### src/rtl/fetch_stage.sv
// RV32I instruction-fetch stage: owns the PC and issues credit-limited word fetches.
// Returned words are tagged with their PC, buffered in a small FIFO and handed to decode.
module fetch_stage #(
  parameter logic [31:0] RESET_PC = 32'h0000_0000,
  parameter int          DEPTH    = 2
) (
  input  logic        clk,
  input  logic        rst,
  output logic        imem_req,
  output logic [31:0] imem_addr,
  input  logic [31:0] imem_rdata,
  input  logic        redirect_valid,
  input  logic [31:0] redirect_pc,
  output logic        out_valid,
  output logic [31:0] out_instr,
  output logic [31:0] out_pc,
  input  logic        out_ready
);

  localparam int AW = $clog2(DEPTH);
  localparam int CW = $clog2(DEPTH) + 1;
  localparam logic [CW:0] DEPTH_W = (CW+1)'(DEPTH);

  logic [31:0]   pc_r;
  logic [31:0]   req_pc_r;
  logic          inflight_r;
  logic [CW-1:0] count_r;
  logic [AW-1:0] wr_ptr_r;
  logic [AW-1:0] rd_ptr_r;
  logic [31:0]   instr_mem_r [DEPTH];
  logic [31:0]   pc_mem_r    [DEPTH];

  logic          head_valid_s;
  logic          bypass_s;
  logic          credit_s;
  logic          push_s;
  logic          pop_s;

  // Credit, handshake and head/bypass selection.
  // An empty FIFO with a response arriving presents the memory word directly,
  // giving single-cycle request-to-valid latency.
  always_comb begin
    head_valid_s = (count_r != {CW{1'b0}});
    bypass_s     = !head_valid_s && inflight_r;
    credit_s     = (({1'b0, count_r} + {{CW{1'b0}}, inflight_r}) < DEPTH_W);
    imem_req     = rst && credit_s && !redirect_valid;
    imem_addr    = pc_r;
    out_valid    = (head_valid_s || bypass_s) && !redirect_valid;
    pop_s        = head_valid_s && out_ready && !redirect_valid;
    push_s       = inflight_r && !redirect_valid && !(bypass_s && out_ready);
    if (head_valid_s) begin
      out_instr = instr_mem_r[rd_ptr_r];
      out_pc    = pc_mem_r[rd_ptr_r];
    end else if (bypass_s) begin
      out_instr = imem_rdata;
      out_pc    = req_pc_r;
    end else begin
      out_instr = 32'h0000_0000;
      out_pc    = 32'h0000_0000;
    end
  end

  // PC, in-flight tracking and FIFO pointers/occupancy; a redirect flushes the FIFO
  // and, since no request is issued in that cycle, the in-flight flag drops with it.
  always_ff @(posedge clk or negedge rst) begin
    if (!rst) begin
      pc_r       <= RESET_PC;
      req_pc_r   <= 32'h0000_0000;
      inflight_r <= 1'b0;
      count_r    <= {CW{1'b0}};
      wr_ptr_r   <= {AW{1'b0}};
      rd_ptr_r   <= {AW{1'b0}};
    end else begin
      inflight_r <= imem_req;
      if (imem_req) begin
        pc_r     <= pc_r + 32'd4;
        req_pc_r <= pc_r;
      end else if (redirect_valid) begin
        pc_r     <= {redirect_pc[31:2], 2'b00};
      end
      if (redirect_valid) begin
        count_r  <= {CW{1'b0}};
        wr_ptr_r <= {AW{1'b0}};
        rd_ptr_r <= {AW{1'b0}};
      end else begin
        if (push_s) begin
          wr_ptr_r <= wr_ptr_r + AW'(1);
        end
        if (pop_s) begin
          rd_ptr_r <= rd_ptr_r + AW'(1);
        end
        count_r <= count_r + CW'(push_s) - CW'(pop_s);
      end
    end
  end

  // FIFO storage: data only, validity is tracked by count_r.
  always_ff @(posedge clk) begin
    if (push_s) begin
      instr_mem_r[wr_ptr_r] <= imem_rdata;
      pc_mem_r[wr_ptr_r]    <= req_pc_r;
    end
  end

endmodule
### config.mk
export PLATFORM = sky130hd
export DESIGN_NAME = fetch_stage
export DESIGN_NICKNAME = d
export VERILOG_FILES = /design/src/rtl/fetch_stage.sv
export SDC_FILE = /design/constraint.sdc
export NUM_CORES = 1
export LEC_CHECK = 0
export CORE_MARGIN = 1
export CORE_UTILIZATION = 58
export CTS_BUF_LIST = sky130_fd_sc_hd__clkbuf_8
export CTS_CLUSTER_SIZE = 25
export DETAILED_ROUTE_END_ITERATION = 10
export GPL_TIMING_DRIVEN = 0
export PLACE_DENSITY_LB_ADDON = 0.05
export SYNTH_ARGS = -nofsm -noshare
export SYNTH_HDL_FRONTEND = slang
export SYNTH_SLANG_ARGS = --single-unit
### constraint.sdc
create_clock -name clk -period 15.55 [get_ports clk]
set_input_delay 3.8875 -clock clk [delete_from_list [all_inputs] [get_ports clk]]
set_output_delay 3.8875 -clock clk [all_outputs]
set_load 0.03 [all_outputs]
Word level (Yosys, flattened, before mapping)
Memory sizes are Yosys's and may differ from the RTL's.
Cells that the tools add are included.
{"block": "word_totals", "regBits": 69, "mem_bits_rw": 128, "input_bits": 68, "out_inout_bits": 98, "elab_cells": 45, "memories": 2}
{"memory": "instr_mem_r", "depth": 2, "word_bits": 32, "rd": 1, "rd_clocked_by_memory_dff": 0, "write_ports": 1, "line_no": "30", "text": "logic [31:0] instr_mem_r [DEPTH];"}
{"memory": "pc_mem_r", "depth": 2, "word_bits": 32, "rd": 1, "rd_clocked_by_memory_dff": 0, "write_ports": 1, "line_no": "31", "text": "logic [31:0] pc_mem_r [DEPTH];"}
{"block": "classes", "n_addsub": 6, "magnitude_cmp": 1, "mux": 13, "reduce_logical": 17}
{"op": "$mux 32", "n": 6}
{"op": "$add 32x3->32 const B", "n": 1}
{"op": "$logic_and 1x1->1", "n": 9}
{"op": "$reduce_bool 2->1", "n": 4}
{"op": "$mux 1", "n": 6}
{"op": "$add 2x1->3", "n": 1}
{"op": "$logic_not 1->1", "n": 3}
{"op": "$lt 3x2->1 const B", "n": 1}
{"op": "$add 1x1->1 const B", "n": 2}
{"op": "$add 2x1->2", "n": 1}
{"op": "$mux 2", "n": 1}
{"op": "$sub 2x1->2", "n": 1}
{"op": "$logic_or 1x1->1", "n": 1}

Logic depth before layout (Yosys ltp)
{"block": "logic_depth", "depth_word": 9, "depth_mapped": 8, "depth_no_buf": 7}

Worst setup path before layout
No wires, ideal clock.
{"block": "synth_path", "path_kind": "input-to-reg", "start": "input port redirect_valid", "end": "memory instr_mem_r[1][0] (enable)", "setup_ns": 0.571, "arrival_ns": 8.856, "t_required_ns": 14.979, "slack_ns": 6.122, "path_stages": 3, "n_path_buf": 2, "path_cell_list": "clkbuf_1 -> buf_1 -> nor3b_1"}
{"block": "synth_via", "elab_chain_len": 5}
{"item": "from (decl)", "line_no": "12", "text": "input logic redirect_valid,"}
{"item": "$logic_not 1->1", "line_no": "50", "text": "push_s = inflight_r && !redirect_valid && !(bypass_s && out_ready);"}
{"item": "$logic_and 1x1->1 (2 in series)", "line_no": "50"}
{"item": "$mux 1", "line_no": "99", "text": "if (push_s) begin"}
{"item": "$mux 1 (implied by the code)", "line_no": "100", "text": "instr_mem_r[wr_ptr_r] <= imem_rdata;"}
{"item": "to (decl)", "line_no": "30"}
No other way between the ends.

Final worst setup path
{"block": "layout_path", "start": "input port rst", "end": "output port imem_req"}
{"block": "layout_via", "elab_chain_len": 2}
{"item": "from (decl)", "line_no": "8", "text": "input logic rst,"}
{"item": "$logic_and 1x1->1 (2 in series)", "line_no": "46", "text": "imem_req = rst && credit_s && !redirect_valid;"}
{"item": "to (decl)", "line_no": "9", "text": "output logic imem_req,"}
No other way between the ends.

==> metrics.txt <==
row cnt 43; share of the synthesized area in the top cell type 0.439; fmax 0.0942 GHz; Synth Register Bits 189; Slew @ Worst Pin 0.873 ns; worst vdd ir 0.0628 mV; Ports 166; CTS tree built; Slew Limit Fails 0; H-tree levels 4; DR WL/cell 19.4 um; Final TNS setup 0 ns; Starting DRT DRC Count 553; ys async rst share 0.344; initial antenna violation count 0; synth top area cells edfxtp_1 (44%), dfrtp_1 (19%), mux2i_1 (7.4%); grt ovf 0; Crit path required time 11.66 ns; post-synth cell types 54; total CTS buffers 17; Post-Route WL 20.5 mm; Post-synth EDFFs 124; Min-Delay Startpoint req_pc_r[12]; power density cells 106 mW/mm2; Worst R2R Path Depth 8; Core ar. 0.0141 mm2; WP data arrival 6.73 ns; first-pass GRT wire length 31.9 mm; Max clock buf depth 2; Synth Flop Type edfxtp_1; die extent in x 123 um; critical path startpoint category input port; fin crit share 0.683; layout cells sized above 1 0.116; Hold Path Cell Cnt 0; Worst setup EP type output port; cell count after synthesis 670; post-CTS setup buffer count 0; leakage power 3.71 nW; final setup skew 0.0148 ns; most common cell in the netlist edfxtp_1; crit path kind input port to output port; vias 6351; reg2reg setup slack 13.07 ns; met2 wire length 9.82 mm; WL met1 8.99 mm; Critical R2R Launch count_r[1]; CP Max Fanout 66; largest net degree at the start of global routing 67; CTS Root Cell clkbuf_8; Die Y 123 um; HP Class flop to flop; Hold Violations, Final 0; # hold bufs at CTS 0; cell taking the most area after synthesis edfxtp_1; met3 WL 1.43 mm; Placer Congestion 0.939; vias in the first global route 6070; Cell Area, Synth 0.00849 mm2; drt drc 0; initial cell density of the core 0.602; Skew-Pair Late Insertion Delay 0.47 ns; Antenna diodes 0; Post-CTS Resized 0; RSZ-0062 raised after global routing false; Final ANT Viol Nets 0; DR top layer met4; maxcap violations 0; Hold Path End pc_mem_r[1][12]; # placed instances 1024; clock-pin slew of the registers on the worst-case setup and hold paths 0.09 ns; Syn Area/Cell 12.7 um2; area delta synth->final 27.7%; sequential area share after synthesis 0.630; dpl hpwl 14.6 mm; Max-slew headroom 0.418; status finished clean; fill count 903; Yosys warnings 0; drt via density 6.01; top cells by count, synth edfxtp_1 (124), nand3_1 (83), o21ai_0 (80), dfrtp_1 (65), mux2i_1 (63); Initial DRT Pass Iterations 7; crit path time final 10.62 ns; Total Routing Usage GR 0.282; full die area 0.0151 mm2; post-route insts no fill 1056; R2R Path End count_r[1]; Port Buffers 159; setup violators final 0; fin nets 933; clock sink count 189
## worst max-delay path, cell delays in order
cell	delay (ns)
buf_4	0.62
nor2b_1	0.36
buf_6	0.19
nand2_1	0.12
nor2_1	0.41
buf_2	0.36
clkdlybuf4s50_1	0.72
## metrics by stage
stage                     total power [mW]  instance area (um2)  setup slack [ns]  hold slack [ns]  utilization
after detailed placement             0.846                10500              4.96            0.482        0.742
after floorplan                      0.740                 8500              6.12            0.461            -
after global routing                  1.19                10800              4.72            0.524        0.769
final                                 1.15                10800              4.93            0.506        0.769
after CTS                             1.15                10800              4.90            0.502        0.769
after global placement               0.839                10300              2.84            0.470        0.732
## registers in the layout, summed over array words and instances, names as in the netlist
name         count
req_pc_r        30
rd_ptr_r         1
instr_mem_r     64
wr_ptr_r         1
count_r          2
imem_addr       30
pc_mem_r        60
inflight_r       1
## area by class of cell
type                            count  area, um2  share of cell area
Clock buffer                       18        248              0.0229
Buffer                             51        250              0.0231
Sequential cell                   189       5350               0.494
Timing Repair Buffer              171       1720               0.159
Clock inverter                     14        134              0.0123
Tap cell                          180        225              0.0208
Multi-Input combinational cell    427       2890               0.266
Inverter                            6       22.5             0.00208
## worst max path at each step
stage	slack, ns	from	endpoint	cells past startpoint
after global routing	4.72	rst	imem_req	7
after CTS	4.90	rst	imem_req	7
after detailed placement	4.96	rst	imem_req	7
after floorplan	6.12	redirect_valid	instr_mem_r[1][0]	3
final	4.93	rst	imem_req	7
after global placement	2.84	redirect_valid	pc_mem_r[1][21]	4
## layout by cell type (no fill, tap or decap), types with 8 or more instances in the layout
| cell type | instances |
|---|---|
| a31oi_1 | 10 |
| clkbuf_8 | 18 |
| clkbuf_1 | 27 |
| nand3_1 | 83 |
| xor2_1 | 9 |
| edfxtp_1 | 124 |
| mux2_2 | 30 |
| clkdlybuf4s50_1 | 158 |
| nor2_1 | 25 |
| inv_1 | 8 |
| nand4_1 | 16 |
| dfrtp_1 | 65 |
| buf_6 | 15 |
| mux2i_1 | 63 |
| or4_1 | 9 |
| o21ai_0 | 80 |
| nor3_1 | 8 |
| nand2_1 | 18 |
## logic make-up (layout without fill, tap and decap cells)
kind of cell / Yosys count / count (layout) / share of synthesized area
simple gates: 203 / 203 / 0.133
fa+ha+maj: 2 / 2 / 0.00295
compound gates: 115 / 115 / 0.0769
buf+inv: 57 / 260 / 0.0321
xor+xnor: 10 / 10 / 0.0103
flops: 189 / 189 / 0.630
mux: 93 / 93 / 0.114
other cells: 1 / 4 / 0.000442
## layer usage
metal | up-vias | global-route usage
met5 | - | 0
met4 | 0 | 0.0761
met3 | 25 | 0.0554
met2 | 288 | 0.453
met1 | 3109 | 0.395
li1 | 2929 | -
## power breakdown
part	total (mW)	switching, mW	leakage [nW]	internal (mW)
Clock	0.315	0.180	0.201	0.135
Combinational	0.224	0.126	1.63	0.0980
Sequential	0.613	0.0368	1.88	0.576
Power figures use the tool's default switching activity.
